==> src/rtl/fetch_stage_if.sv <==
// Fetch stage bus bundle: redirect input, imem request/response channels and
// the decode-facing output channel. The master side is the fetch stage.
interface fetch_stage_if;
    logic        redirect_valid;
    logic [31:0] redirect_pc;
    logic        imem_req_valid;
    logic        imem_req_ready;
    logic [31:0] imem_req_addr;
    logic        imem_resp_valid;
    logic [31:0] imem_resp_data;
    logic        imem_resp_ready;
    logic        out_valid;
    logic        out_ready;
    logic [31:0] out_pc;
    logic [31:0] out_insn;

    modport master (
        input  redirect_valid, redirect_pc,
        input  imem_req_ready, imem_resp_valid, imem_resp_data,
        input  out_ready,
        output imem_req_valid, imem_req_addr, imem_resp_ready,
        output out_valid, out_pc, out_insn
    );

    modport slave (
        output redirect_valid, redirect_pc,
        output imem_req_ready, imem_resp_valid, imem_resp_data,
        output out_ready,
        input  imem_req_valid, imem_req_addr, imem_resp_ready,
        input  out_valid, out_pc, out_insn
    );
endinterface

==> src/rtl/fetch_stage.sv <==
// Instruction fetch stage: issues sequential imem requests under a credit
// limit of DEPTH (in flight + buffered), pairs in-order responses with their
// PCs and queues them for decode. Redirects flush the queue and mark every
// still-outstanding request to be dropped when its response returns.
module fetch_stage #(
    parameter logic [31:0] RESET_PC = 32'h0000_0000,
    parameter int          DEPTH    = 2
) (
    input  logic         clk,
    input  logic         reset,
    fetch_stage_if.master bus
);
    localparam int PW = (DEPTH > 1) ? $clog2(DEPTH) : 1;
    localparam int CW = $clog2(DEPTH + 1);
    localparam int SW = CW + 2;

    typedef logic [CW-1:0] cnt_t;
    typedef logic [PW-1:0] ptr_t;

    logic [31:0] pc;

    // in-flight PC FIFO
    logic [31:0] if_pc [DEPTH];
    ptr_t        if_wr, if_rd;
    cnt_t        inflight, inflight_nxt;
    cnt_t        drop;

    // output queue of {pc, insn}
    logic [31:0] q_pc   [DEPTH];
    logic [31:0] q_insn [DEPTH];
    ptr_t        q_wr, q_rd;
    cnt_t        qcount;

    logic          req_fire, resp_fire, resp_keep, resp_drop, out_fire;
    logic [SW-1:0] credit_used;

    function automatic ptr_t ptr_inc(input ptr_t p);
        return (p == ptr_t'(DEPTH - 1)) ? '0 : ptr_t'(p + 1'b1);
    endfunction

    // A response with nothing outstanding (e.g. one issued before a reset)
    // has no PC to pair with, so it is swallowed.
    assign bus.imem_resp_ready = !reset;
    assign resp_fire = bus.imem_resp_valid && bus.imem_resp_ready && (inflight != '0);
    assign resp_keep = resp_fire && (drop == '0);
    assign resp_drop = resp_fire && (drop != '0);

    assign bus.out_valid = (qcount != '0) && !bus.redirect_valid;
    assign bus.out_pc    = (qcount != '0) ? q_pc[q_rd]   : 32'h0;
    assign bus.out_insn  = (qcount != '0) ? q_insn[q_rd] : 32'h0;
    assign out_fire      = bus.out_valid && bus.out_ready;

    // Responses only move entries from in-flight to queue, so they do not
    // change the credit sum; a same-cycle dequeue frees one slot.
    assign credit_used = SW'(inflight) + SW'(qcount) - SW'(out_fire);
    assign bus.imem_req_valid = !reset && !bus.redirect_valid && (credit_used < SW'(DEPTH));
    assign bus.imem_req_addr  = pc;
    assign req_fire = bus.imem_req_valid && bus.imem_req_ready;

    // in-flight count after this cycle's request and response
    always_comb begin
        inflight_nxt = inflight;
        if (req_fire)  inflight_nxt = inflight_nxt + cnt_t'(1);
        if (resp_fire) inflight_nxt = inflight_nxt - cnt_t'(1);
    end

    // PC register: redirect wins, otherwise advance on an accepted request
    always_ff @(posedge clk or posedge reset) begin
        if (reset)                   pc <= RESET_PC;
        else if (bus.redirect_valid) pc <= bus.redirect_pc;
        else if (req_fire)           pc <= pc + 32'd4;
    end

    // in-flight FIFO pointers, count and drop counter
    always_ff @(posedge clk or posedge reset) begin
        if (reset) begin
            if_wr    <= '0;
            if_rd    <= '0;
            inflight <= '0;
            drop     <= '0;
        end else begin
            if (req_fire)  if_wr <= ptr_inc(if_wr);
            if (resp_fire) if_rd <= ptr_inc(if_rd);
            inflight <= inflight_nxt;
            // every request still outstanding after a redirect is stale
            if (bus.redirect_valid) drop <= inflight_nxt;
            else if (resp_drop)     drop <= drop - cnt_t'(1);
        end
    end

    // in-flight PC storage
    always_ff @(posedge clk) begin
        if (req_fire) if_pc[if_wr] <= pc;
    end

    // output queue pointers and occupancy; redirect flushes everything buffered
    always_ff @(posedge clk or posedge reset) begin
        if (reset) begin
            q_wr   <= '0;
            q_rd   <= '0;
            qcount <= '0;
        end else if (bus.redirect_valid) begin
            q_wr   <= '0;
            q_rd   <= '0;
            qcount <= '0;
        end else begin
            if (resp_keep) q_wr <= ptr_inc(q_wr);
            if (out_fire)  q_rd <= ptr_inc(q_rd);
            qcount <= qcount + cnt_t'(resp_keep) - cnt_t'(out_fire);
        end
    end

    // output queue storage
    always_ff @(posedge clk) begin
        if (resp_keep && !bus.redirect_valid) begin
            q_pc[q_wr]   <= if_pc[if_rd];
            q_insn[q_wr] <= bus.imem_resp_data;
        end
    end
endmodule

==> src/flat_wrapper.sv <==
// flat-port wrapper written by rule: the top's interface ports become plain ports
module fetch_stage_flat 
#(
    parameter logic [31:0] RESET_PC = 32'h0000_0000,
    parameter int          DEPTH    = 2
)
  (clk, reset, bus_redirect_valid, bus_redirect_pc, bus_imem_req_ready, bus_imem_resp_valid, bus_imem_resp_data, bus_out_ready, bus_imem_req_valid, bus_imem_req_addr, bus_imem_resp_ready, bus_out_valid, bus_out_pc, bus_out_insn);
  fetch_stage_if bus_i ();
  input  logic clk;
  input  logic reset;
  input wire logic [$bits(bus_i.redirect_valid)-1:0] bus_redirect_valid;
  input wire logic [$bits(bus_i.redirect_pc)-1:0] bus_redirect_pc;
  input wire logic [$bits(bus_i.imem_req_ready)-1:0] bus_imem_req_ready;
  input wire logic [$bits(bus_i.imem_resp_valid)-1:0] bus_imem_resp_valid;
  input wire logic [$bits(bus_i.imem_resp_data)-1:0] bus_imem_resp_data;
  input wire logic [$bits(bus_i.out_ready)-1:0] bus_out_ready;
  output wire logic [$bits(bus_i.imem_req_valid)-1:0] bus_imem_req_valid;
  output wire logic [$bits(bus_i.imem_req_addr)-1:0] bus_imem_req_addr;
  output wire logic [$bits(bus_i.imem_resp_ready)-1:0] bus_imem_resp_ready;
  output wire logic [$bits(bus_i.out_valid)-1:0] bus_out_valid;
  output wire logic [$bits(bus_i.out_pc)-1:0] bus_out_pc;
  output wire logic [$bits(bus_i.out_insn)-1:0] bus_out_insn;
  assign bus_i.redirect_valid = bus_redirect_valid;
  assign bus_i.redirect_pc = bus_redirect_pc;
  assign bus_i.imem_req_ready = bus_imem_req_ready;
  assign bus_i.imem_resp_valid = bus_imem_resp_valid;
  assign bus_i.imem_resp_data = bus_imem_resp_data;
  assign bus_i.out_ready = bus_out_ready;
  assign bus_imem_req_valid = bus_i.imem_req_valid;
  assign bus_imem_req_addr = bus_i.imem_req_addr;
  assign bus_imem_resp_ready = bus_i.imem_resp_ready;
  assign bus_out_valid = bus_i.out_valid;
  assign bus_out_pc = bus_i.out_pc;
  assign bus_out_insn = bus_i.out_insn;
  fetch_stage #(.RESET_PC(RESET_PC), .DEPTH(DEPTH)) u_core (.clk(clk), .reset(reset), .bus(bus_i));
endmodule
==> config.mk <==
export PLATFORM = sky130hd
export DESIGN_NAME = fetch_stage_flat
export DESIGN_NICKNAME = d
export VERILOG_FILES = /design/src/rtl/fetch_stage_if.sv /design/src/rtl/fetch_stage.sv /design/src/flat_wrapper.sv
export SDC_FILE = /design/constraint.sdc
export NUM_CORES = 1
export LEC_CHECK = 0
export BUFFER_PORTS_ARGS = -buffer_cell sky130_fd_sc_hd__buf_2
export CORE_MARGIN = 1
export CORE_UTILIZATION = 50
export CTS_BUF_LIST = sky130_fd_sc_hd__clkbuf_8
export DETAILED_ROUTE_END_ITERATION = 7
export PLACE_DENSITY_LB_ADDON = 0.1
export SYNTH_ARGS = -nofsm -noshare
export SYNTH_HDL_FRONTEND = slang
export SYNTH_SLANG_ARGS = --single-unit
==> constraint.sdc <==
create_clock -name clk -period 13.57 [get_ports clk]
set_input_delay 3.3925 -clock clk [delete_from_list [all_inputs] [get_ports clk]]
set_output_delay 3.3925 -clock clk [all_outputs]
set_load 0.02 [all_outputs]
## Word-level counts from Yosys, hierarchy flattened

Memories as Yosys holds them, arrays and structs flattened.
Cells that the tools add are included.

| storage, ports and cells | value |
|---|---|
| register bits after elaboration | 42 |
| RAM bits | 192 |
| input port bits | 70 |
| logic and storage cells | 65 |
| memories | 3 |

Memories:

| name | words | bits a word | rd ports | clocked after memory_dff | write ports | RTL line | text |
|---|---|---|---|---|---|---|---|
| u_core.if_pc | 2 | 32 | 1 | 0 | 1 | fetch_stage.sv:23 | `logic [31:0] if_pc [DEPTH];` |
| u_core.q_insn | 2 | 32 | 1 | 0 | 1 | fetch_stage.sv:30 | `logic [31:0] q_insn [DEPTH];` |
| u_core.q_pc | 2 | 32 | 1 | 0 | 1 | fetch_stage.sv:29 | `logic [31:0] q_pc [DEPTH];` |

| operators by class | value |
|---|---|
| $add $sub $neg | 12 |
| magnitude comparators | 1 |
| mux-type cells | 21 |
| reductions and logical operators | 20 |

Operator list:

| cell | count |
|---|---|
| $mux 32 | 4 |
| $add 32x3->32 const B | 1 |
| $reduce_bool 2->1 | 7 |
| $mux 1 | 12 |
| $logic_and 1x1->1 | 10 |
| $mux 2 | 5 |
| $add 1x1->1 const B | 4 |
| $lt 4x2->1 const B | 1 |
| $sub 2x1->2 const B | 2 |
| $sub 4x1->4 | 1 |
| $add 2x2->3 | 1 |
| $add 2x1->2 | 1 |
| $add 2x1->2 const B | 1 |
| $logic_not 1->1 | 2 |
| $logic_not 2->1 | 1 |
| $sub 2x1->2 | 1 |

## Depth between registers and ports, before layout

Gate-level depths: netlist of run 1.

| depth | value |
|---|---|
| depth in word-level cells | 11 |
| mapped depth | 12 |

## Worst setup path after synthesis of run 1

OpenSTA, ideal clock, no wires.

| timing path | value |
|---|---|
| path kind | input to register |
| start point | input bus_redirect_valid |
| end point | memory u_core.q_insn[0][0] (enable) |
| library setup time | 565 ps |
| arrival | 8375 ps |
| data required time | 13005 ps |
| setup slack | 4631 ps |
| cell stages on the path | 4 |
| cells stage by stage | buf_2 > clkbuf_1 > clkbuf_1 > nor3_1 |

| on the way | value |
|---|---|
| cells in the longest elaborated chain, start to end | 4 |

Ends and longest elaborated chain:

| what | RTL line | text |
|---|---|---|
| from (decl) | flat_wrapper.sv:11 | `input wire logic [$bits(bus_i.redirect_valid)-1:0] bus_redirect_valid;` |
| $logic_not 1->1 | fetch_stage.sv:115 | `if (resp_keep && !bus.redirect_valid) begin` |
| $logic_and 1x1->1 | fetch_stage.sv:115 |  |
| $mux 1 | fetch_stage.sv:115 |  |
| $mux 1 (implied by the code) | fetch_stage.sv:117 | `q_insn[q_wr] <= bus.imem_resp_data;` |
| to (decl) | fetch_stage.sv:30 |  |

Every way passes these cells.

## Final worst setup path of run 1

| timing path | value |
|---|---|
| start point | input bus_redirect_valid |
| end point | output bus_imem_req_valid |

| on the way | value |
|---|---|
| cells in the longest elaborated chain, start to end | 6 |
| elaborated cells between the ends (all ways) | 7 |

Ends and longest elaborated chain:

| what | RTL line | text |
|---|---|---|
| $logic_not 1->1 * | fetch_stage.sv:48, fetch_stage.sv:56 |  |
| $logic_and 1x1->1 | fetch_stage.sv:48 | `assign bus.out_valid = (qcount != '0) && !bus.redirect_valid;` |
| $logic_and 1x1->1 | fetch_stage.sv:51 | `assign out_fire = bus.out_valid && bus.out_ready;` |
| $sub 4x1->4 | fetch_stage.sv:55 | `assign credit_used = SW'(inflight) + SW'(qcount) - SW'(out_fire);` |
| $lt 4x2->1 | fetch_stage.sv:56 | `assign bus.imem_req_valid = !reset && !bus.redirect_valid && (credit_used < SW'(DEPTH));` |
| $logic_and 1x1->1 * | fetch_stage.sv:56 |  |
| to (decl) | flat_wrapper.sv:17 | `output wire logic [$bits(bus_i.imem_req_valid)-1:0] bus_imem_req_valid;` |

Every way passes the cells marked *; elsewhere a longest branch is shown, timed or not.

==> flow_metrics.py, run 1 <==
metrics = {
    "floorplanning": {
        "ioPinCount": 169,
        "num_rows": 50,
        "dieWidth_um": 141,
        "coreArea_um2": 18800,
        "dieArea_um2": 20000,
        "start_util_pct": 51.5,
        "die_h_um": 141,
    },
    "sta": {
        "rsz0062_at_grt": "false",
        "finalCriticalPeriod_ns": 9.06,
        "hold_viol_final": 0,
        "setup_viol": 0,
        "relSlewSlack_pct": 18.4,
        "period_share_pct": 66.8,
        "worst_slew_pin_slew_ns": 1.22,
        "fin_ws_ns": 4.51,
        "fmax_ghz": 0.110,
        "hold_slack_ns": 0.511,
        "setup_tns_ns": 0,
        "fin_skew_ns": 0.0208,
        "slew_violations": 0,
    },
    "logic_synthesis": {
        "synthDistinctLibCells": 59,
        "syn_area_um2": 9700,
        "synthTopCellsByArea": "edfxtp_1 (59%), dfrtp_1 (11%), mux2i_1 (7.0%)",
        "synthCells": 658,
        "synthFlopType": "edfxtp_1",
        "yosysTopAreaCell": "edfxtp_1",
        "ys_async_sr_fraction_pct": 17.9,
        "avgSynthCellArea_um2": 14.7,
        "ys_ff_latch": 234,
        "synth_nets": 736,
        "yosys_warnings": 0,
        "ys_seq_area_share_pct": 70.3,
        "synth_top_area_share_pct": 59.5,
        "synth_edf_count": 192,
    },
    "setup_path": {
        "path_class": "in2out",
        "crit_path_top_delay_cell": "buf_2",
        "r2r_slack_ns": 9.69,
        "r2r-end": "u_core.if_pc[0][30]$_DFFE_PP_",
        "endpoint_kind": "output pin",
        "start_kind": "input port",
        "crit_top_cell": "buf_2",
        "r2r_cells": 8,
        "critPathMaxFanout": 55,
        "rr_startpoint": "u_core.qcount[0]$_DFF_PP0_",
        "cp_cell_sequence": "buf_2 > o21ba_2 > and2_1 > nor2b_1 > ha_1 > nor3b_1 > a21boi_0 > buf_2",
        "worstPathArrival_ns": 5.67,
        "cp_slowest_stage_delay_ns": 0.72,
        "worstPathRequired_ns": 10.18,
    },
    "clock_network": {
        "cts_made_buffers": 38,
        "cts_hold_repair.buffers": 0,
        "clock_path_buffers": 3,
        "path_clk_slew_ns": 0.06,
        "root_buffer": "clkbuf_8",
        "clock_latency_ns": 0.52,
        "cts_tree": "done",
        "cts_sinks": 234,
        "htreeDepth": 2,
        "post_cts_resize_count": 0,
        "post_cts_buffers": 0,
    },
    "grt": {
        "grt.total_usage_pct": 20.6,
        "grt_pass1_vias": 6167,
        "grt_max_degree": 66,
        "grt_pass1_wl_um": 31600,
        "antenna_found_initial": 1,
        "grt_remaining_overflow": 0,
    },
    "min_path": {
        "min_to": "u_core.if_pc[1][31]$_DFFE_PP_",
        "hold_depth": 0,
        "worstHoldStart": "u_core.bus.imem_req_addr[31]$_DFFE_PP0P_",
        "hold_class": "reg2reg",
    },
    "route": {
        "avgRoutedWirePerCell_um": 17.6,
        "drc": 0,
        "drt-total-wl_um": 20000,
        "drtAntennaViolNets": 0,
        "vias_per_cell": 5.31,
        "drt-initial-drc-count": 350,
        "via_count": 6008,
        "dr.pass1.iters": 4,
    },
    "placement": {
        "place.detailed.hpwl_um": 12700,
        "portBuffers": 168,
        "gp_congestion": 0.876,
        "place_ws_ns": 4.51,
        "post_dp_cell_area_um2": 10800,
    },
    "run": {
        "drv_cap": 0,
    },
    "layout": {
        "nets": 920,
        "layout-drive-gt1-share_pct": 31.5,
        "stdcell_area_um2": 11500,
        "area_delta_synth_final_pct": 18.6,
        "nFillCells": 1502,
    },
    "status": {
        "status": "completed",
    },
    "pwr": {
        "p_leak_nw": 4.40,
        "vdd_drop_max_v": 0.0000957,
        "p_per_area_nw_per_um2": 165,
    },
}
==> cells in the final DEF (no fill, tap or decap), drive strengths merged, types with 14 or more instances in the layout <==
cell / n
buf: 173
clkbuf: 43
dfrtp: 42
edfxtp: 192
inv: 35
mux2: 36
mux2i: 68
nand2: 29
nand3: 16
nor2: 79
o21ai: 14
xnor2: 14
==> Yosys cell counts, types with 4 or more instances <==
library cell and count:
nand3_1 16, inv_1 20, ha_1 7, a31oi_1 4, mux2i_1 68, and4_1 4
mux2_2 36, nor3_1 9, nand2_1 29, and2_1 4, dfrtp_1 42, xnor2_1 14
edfxtp_1 192, a21o_1 4, or4_1 4, nand4_1 10, xor2_1 6, a21oi_1 5
and3_1 4, nor4_1 9, o21ai_0 12, clkbuf_1 22, or3_1 4, nor2_1 78
==> worst max path at each step <==
stage / startpoint / to / cells after the start / slack [ns]
floorplan: bus_redirect_valid / u_core.q_insn[0][0]$_DFFE_PP_ / 4 / 4.63
global placement: bus_redirect_valid / bus_imem_req_valid / 8 / 4.62
detailed placement: bus_redirect_valid / bus_imem_req_valid / 8 / 4.51
CTS: bus_redirect_valid / bus_imem_req_valid / 8 / 4.50
global route: bus_redirect_valid / bus_imem_req_valid / 8 / 4.29
finish: bus_redirect_valid / bus_imem_req_valid / 8 / 4.51
==> power by group <==
| part | total [mW] | switching [mW] | internal (mW) | leakage [nW] |
|---|---|---|---|---|
| combinational | 0.428 | 0.256 | 0.172 | 1.74 |
| clock | 0.549 | 0.259 | 0.290 | 0.414 |
| sequential | 0.921 | 0.0661 | 0.855 | 2.25 |
| total | 1.90 | 0.582 | 1.32 | 4.40 |
==> registers in the layout, indices dropped and copies added, names as in the netlist <==
register                  flops
u_core.q_wr                   1
u_core.q_insn                64
u_core.if_wr                  1
u_core.drop                   2
u_core.q_pc                  64
u_core.qcount                 2
u_core.if_pc                 64
u_core.inflight               2
u_core.bus.imem_req_addr     32
u_core.if_rd                  1
u_core.q_rd                   1
==> layout make-up <==
| class | instances | area, µm² | share of cell area [%] |
|---|---|---|---|
| Clock buffer | 43 | 592 | 5.15 |
| Multi-Input combinational cell | 374 | 2700 | 23.5 |
| Sequential cell | 234 | 6820 | 59.3 |
| Tap cell | 260 | 325 | 2.83 |
| Timing Repair Buffer | 173 | 878 | 7.64 |
| Clock inverter | 26 | 106 | 0.925 |
| Inverter | 21 | 78.8 | 0.685 |
| Antenna cell | 1 | 2.50 | 0.0218 |
==> stage by stage <==
| stage | utilization [%] | std cells | total power [mW] |
|---|---|---|---|
| 5_1_grt | 61.1 | 1131 | 1.99 |
| 3_5_place_dp | 57.4 | 1062 | 1.37 |
| 2_1_floorplan | - | 658 | 1.22 |
| 4_1_cts | 61.1 | 1131 | 1.92 |
| 3_3_place_gp | 57.4 | 1062 | 1.35 |
| 6_report | 61.1 | 1132 | 1.90 |
==> routing by layer <==
layer	global-route usage, %	part of all wire, %
met4	8.30	2.6
met2	36.0	50
met5	0	0
met1	23.9	40
met3	6.07	7.4
==> critical path, delay by kind of cell <==
family | cells | cell delay, ns
buffers and inverters | 2 | 0.91
and+or+nand+nor | 3 | 0.61
AOI/OAI and AO/OA | 2 | 0.49
adders and majority gates | 1 | 0.26
==> kinds of logic (layout without fill, tap and decap cells) <==
group	count (synthesis)	count (layout)	share of synthesized area, %
mux	104	104	11.2
other cells	0	1	0
simple gates	191	191	9.75
flops	234	234	70.3
buf+inv	50	263	2.15
fa+ha+maj	8	8	1.11
compound gates	51	51	3.69
xor+xnor	20	20	1.81
No activity file was read; power rests on OpenSTA's default activity.
==> run 2: changes to the inputs <==
==> constraint.sdc (replaced) <==
create_clock -name clk -period 8.9 [get_ports clk]
set_input_delay 2.225 -clock clk [delete_from_list [all_inputs] [get_ports clk]]
set_output_delay 2.225 -clock clk [all_outputs]
set_load 0.02 [all_outputs]
==> flow_metrics.py, run 2 (synthesis gave the netlist of run 1 again) <==
metrics = {
    "status": {
        "status": "completed",
    },
    "floorplanning": {
        "die_h_um": 141,
        "dieWidth_um": 141,
        "dieArea_um2": 20000,
        "ioPinCount": 169,
        "coreArea_um2": 18800,
        "num_rows": 50,
        "start_util_pct": 51.5,
    },
    "route": {
        "drc": 0,
        "drt-initial-drc-count": 375,
        "drtAntennaViolNets": 0,
        "via_count": 5979,
        "avgRoutedWirePerCell_um": 17.5,
        "dr.pass1.iters": 5,
        "drt-total-wl_um": 19800,
        "vias_per_cell": 5.29,
    },
    "placement": {
        "place_inst": 1062,
        "place.detailed.hpwl_um": 12600,
        "portBuffers": 168,
        "post_dp_cell_area_um2": 10800,
        "gp_congestion": 0.867,
    },
    "clock_network": {
        "cts_hold_repair.buffers": 0,
        "clock_latency_ns": 0.52,
        "path_clk_slew_ns": 0.06,
        "clock_path_buffers": 3,
        "htreeDepth": 2,
        "post_cts_buffers": 0,
        "cts_tree": "done",
        "cts_sinks": 234,
        "post_cts_resize_count": 0,
        "root_buffer": "clkbuf_8",
        "cts_made_buffers": 38,
    },
    "layout": {
        "seqCellArea_um2": 6820,
        "antenna_cells": 0,
        "stdcell_area_um2": 11500,
        "layout-drive-gt1-share_pct": 31.5,
        "final_common_cell": "edfxtp_1",
        "stdcell_count": 1131,
        "nFillCells": 1516,
        "top_regs": "u_core.if_pc x64, u_core.q_insn x64, u_core.q_pc x64",
        "multi_input_area_um2": 2700,
        "layout_common_cells": "edfxtp_1 (192), buf_2 (168), nor2_1 (76)",
        "nets": 920,
        "area_delta_synth_final_pct": 18.3,
    },
    "setup_path": {
        "worstPathRequired_ns": 6.68,
        "r2r_slack_ns": 4.98,
        "critPathMaxFanout": 55,
        "r2r-end": "u_core.if_pc[0][20]$_DFFE_PP_",
        "r2r_cells": 8,
        "endpoint_kind": "output pin",
        "rr_startpoint": "u_core.qcount[0]$_DFF_PP0_",
        "start_kind": "input port",
        "worstPathArrival_ns": 4.53,
        "path_class": "in2out",
    },
    "sta": {
        "relSlewSlack_pct": 20.4,
        "fmax_ghz": 0.148,
        "worst_slew_pin_slew_ns": 1.19,
        "slew_violations": 0,
        "fin_skew_ns": 0.0217,
        "setup_tns_ns": 0,
        "hold_slack_ns": 0.501,
        "rsz0062_at_grt": "false",
        "finalCriticalPeriod_ns": 6.75,
        "hold_viol_final": 0,
        "setup_viol": 0,
        "period_share_pct": 75.9,
    },
    "grt": {
        "grt_remaining_overflow": 0,
        "grt_pass1_wl_um": 31100,
        "grt_pass1_vias": 5981,
        "grt.total_usage_pct": 20.3,
        "grt_max_degree": 66,
        "antenna_found_initial": 0,
    },
    "pwr": {
        "pwr-share-seq_pct": 48.8,
        "vdd_drop_max_v": 0.000118,
        "p_per_area_nw_per_um2": 250,
        "intPower_mw": 1.98,
        "comb_power_share_pct": 23.0,
        "p_clk_share_pct": 28.3,
        "switchingPower_mw": 0.883,
        "total_power_mw": 2.87,
        "p_sw_share_pct": 30.8,
        "p_leak_nw": 4.38,
    },
    "min_path": {
        "hold_depth": 0,
        "worstHoldStart": "u_core.bus.imem_req_addr[31]$_DFFE_PP0P_",
        "min_to": "u_core.if_pc[0][31]$_DFFE_PP_",
        "hold_class": "reg2reg",
    },
    "run": {
        "drv_cap": 0,
    },
}
## run 2: cell count changes in the layout (fill, tap and decap cells not counted), sizes merged
| cell | previous run | this run |
|---|---|---|
| clkinv | 11 | 18 |
| clkbuf | 43 | 40 |
| diode | 1 | 0 |
| inv | 35 | 31 |
## run 2: routing by layer
layer	track usage, %	vias up	part of all wire, %
li1	-	2837	-
met1	24.9	2869	41
met2	34.2	235	49
met3	4.93	38	7.2
met4	8.75	0	2.5
met5	0	-	0
## run 2: critical path: stages
cell and delay (ns):
buf_2 0.71, o21ba_2 0.29, and2_1 0.19, nor2b_1 0.14
ha_1 0.26, nor3b_1 0.30, a21boi_0 0.21, buf_2 0.19
## run 2: stage by stage
step / setup WS [ns] / util [%]
2_1_floorplan: 1.13 / -
3_3_place_gp: 2.28 / 57.4
3_5_place_dp: 2.16 / 57.4
4_1_cts: 2.15 / 60.9
5_1_grt: 1.90 / 60.9
6_report: 2.15 / 60.9
## run 2: how the worst max path moves through the flow
stage                        from                       endpoint  slack [ns]
3_3_place_gp   bus_redirect_valid             bus_imem_req_valid        2.28
4_1_cts        bus_redirect_valid             bus_imem_req_valid        2.15
3_5_place_dp   bus_redirect_valid             bus_imem_req_valid        2.16
5_1_grt        bus_redirect_valid             bus_imem_req_valid        1.90
2_1_floorplan  bus_redirect_valid  u_core.q_insn[0][0]$_DFFE_PP_        1.13
6_report       bus_redirect_valid             bus_imem_req_valid        2.15
## run 2: cell type report
cell class	count	area share, %
Multi-Input combinational cell	374	23.5
Sequential cell	234	59.5
Inverter	21	0.687
Clock buffer	40	4.80
Clock inverter	29	1.06
Timing Repair Buffer	173	7.66
Tap cell	260	2.84
## run 2: power groups by stage
| stage | registers, mW | logic (mW) | clock network [mW] |
|---|---|---|---|
| 3_5_place_dp | 1.42 | 0.666 | 0 |
| 6_report | 1.40 | 0.658 | 0.810 |
| 5_1_grt | 1.41 | 0.722 | 0.887 |
| 4_1_cts | 1.40 | 0.670 | 0.841 |
| 3_3_place_gp | 1.42 | 0.645 | 0 |
| 2_1_floorplan | 1.39 | 0.475 | 0 |
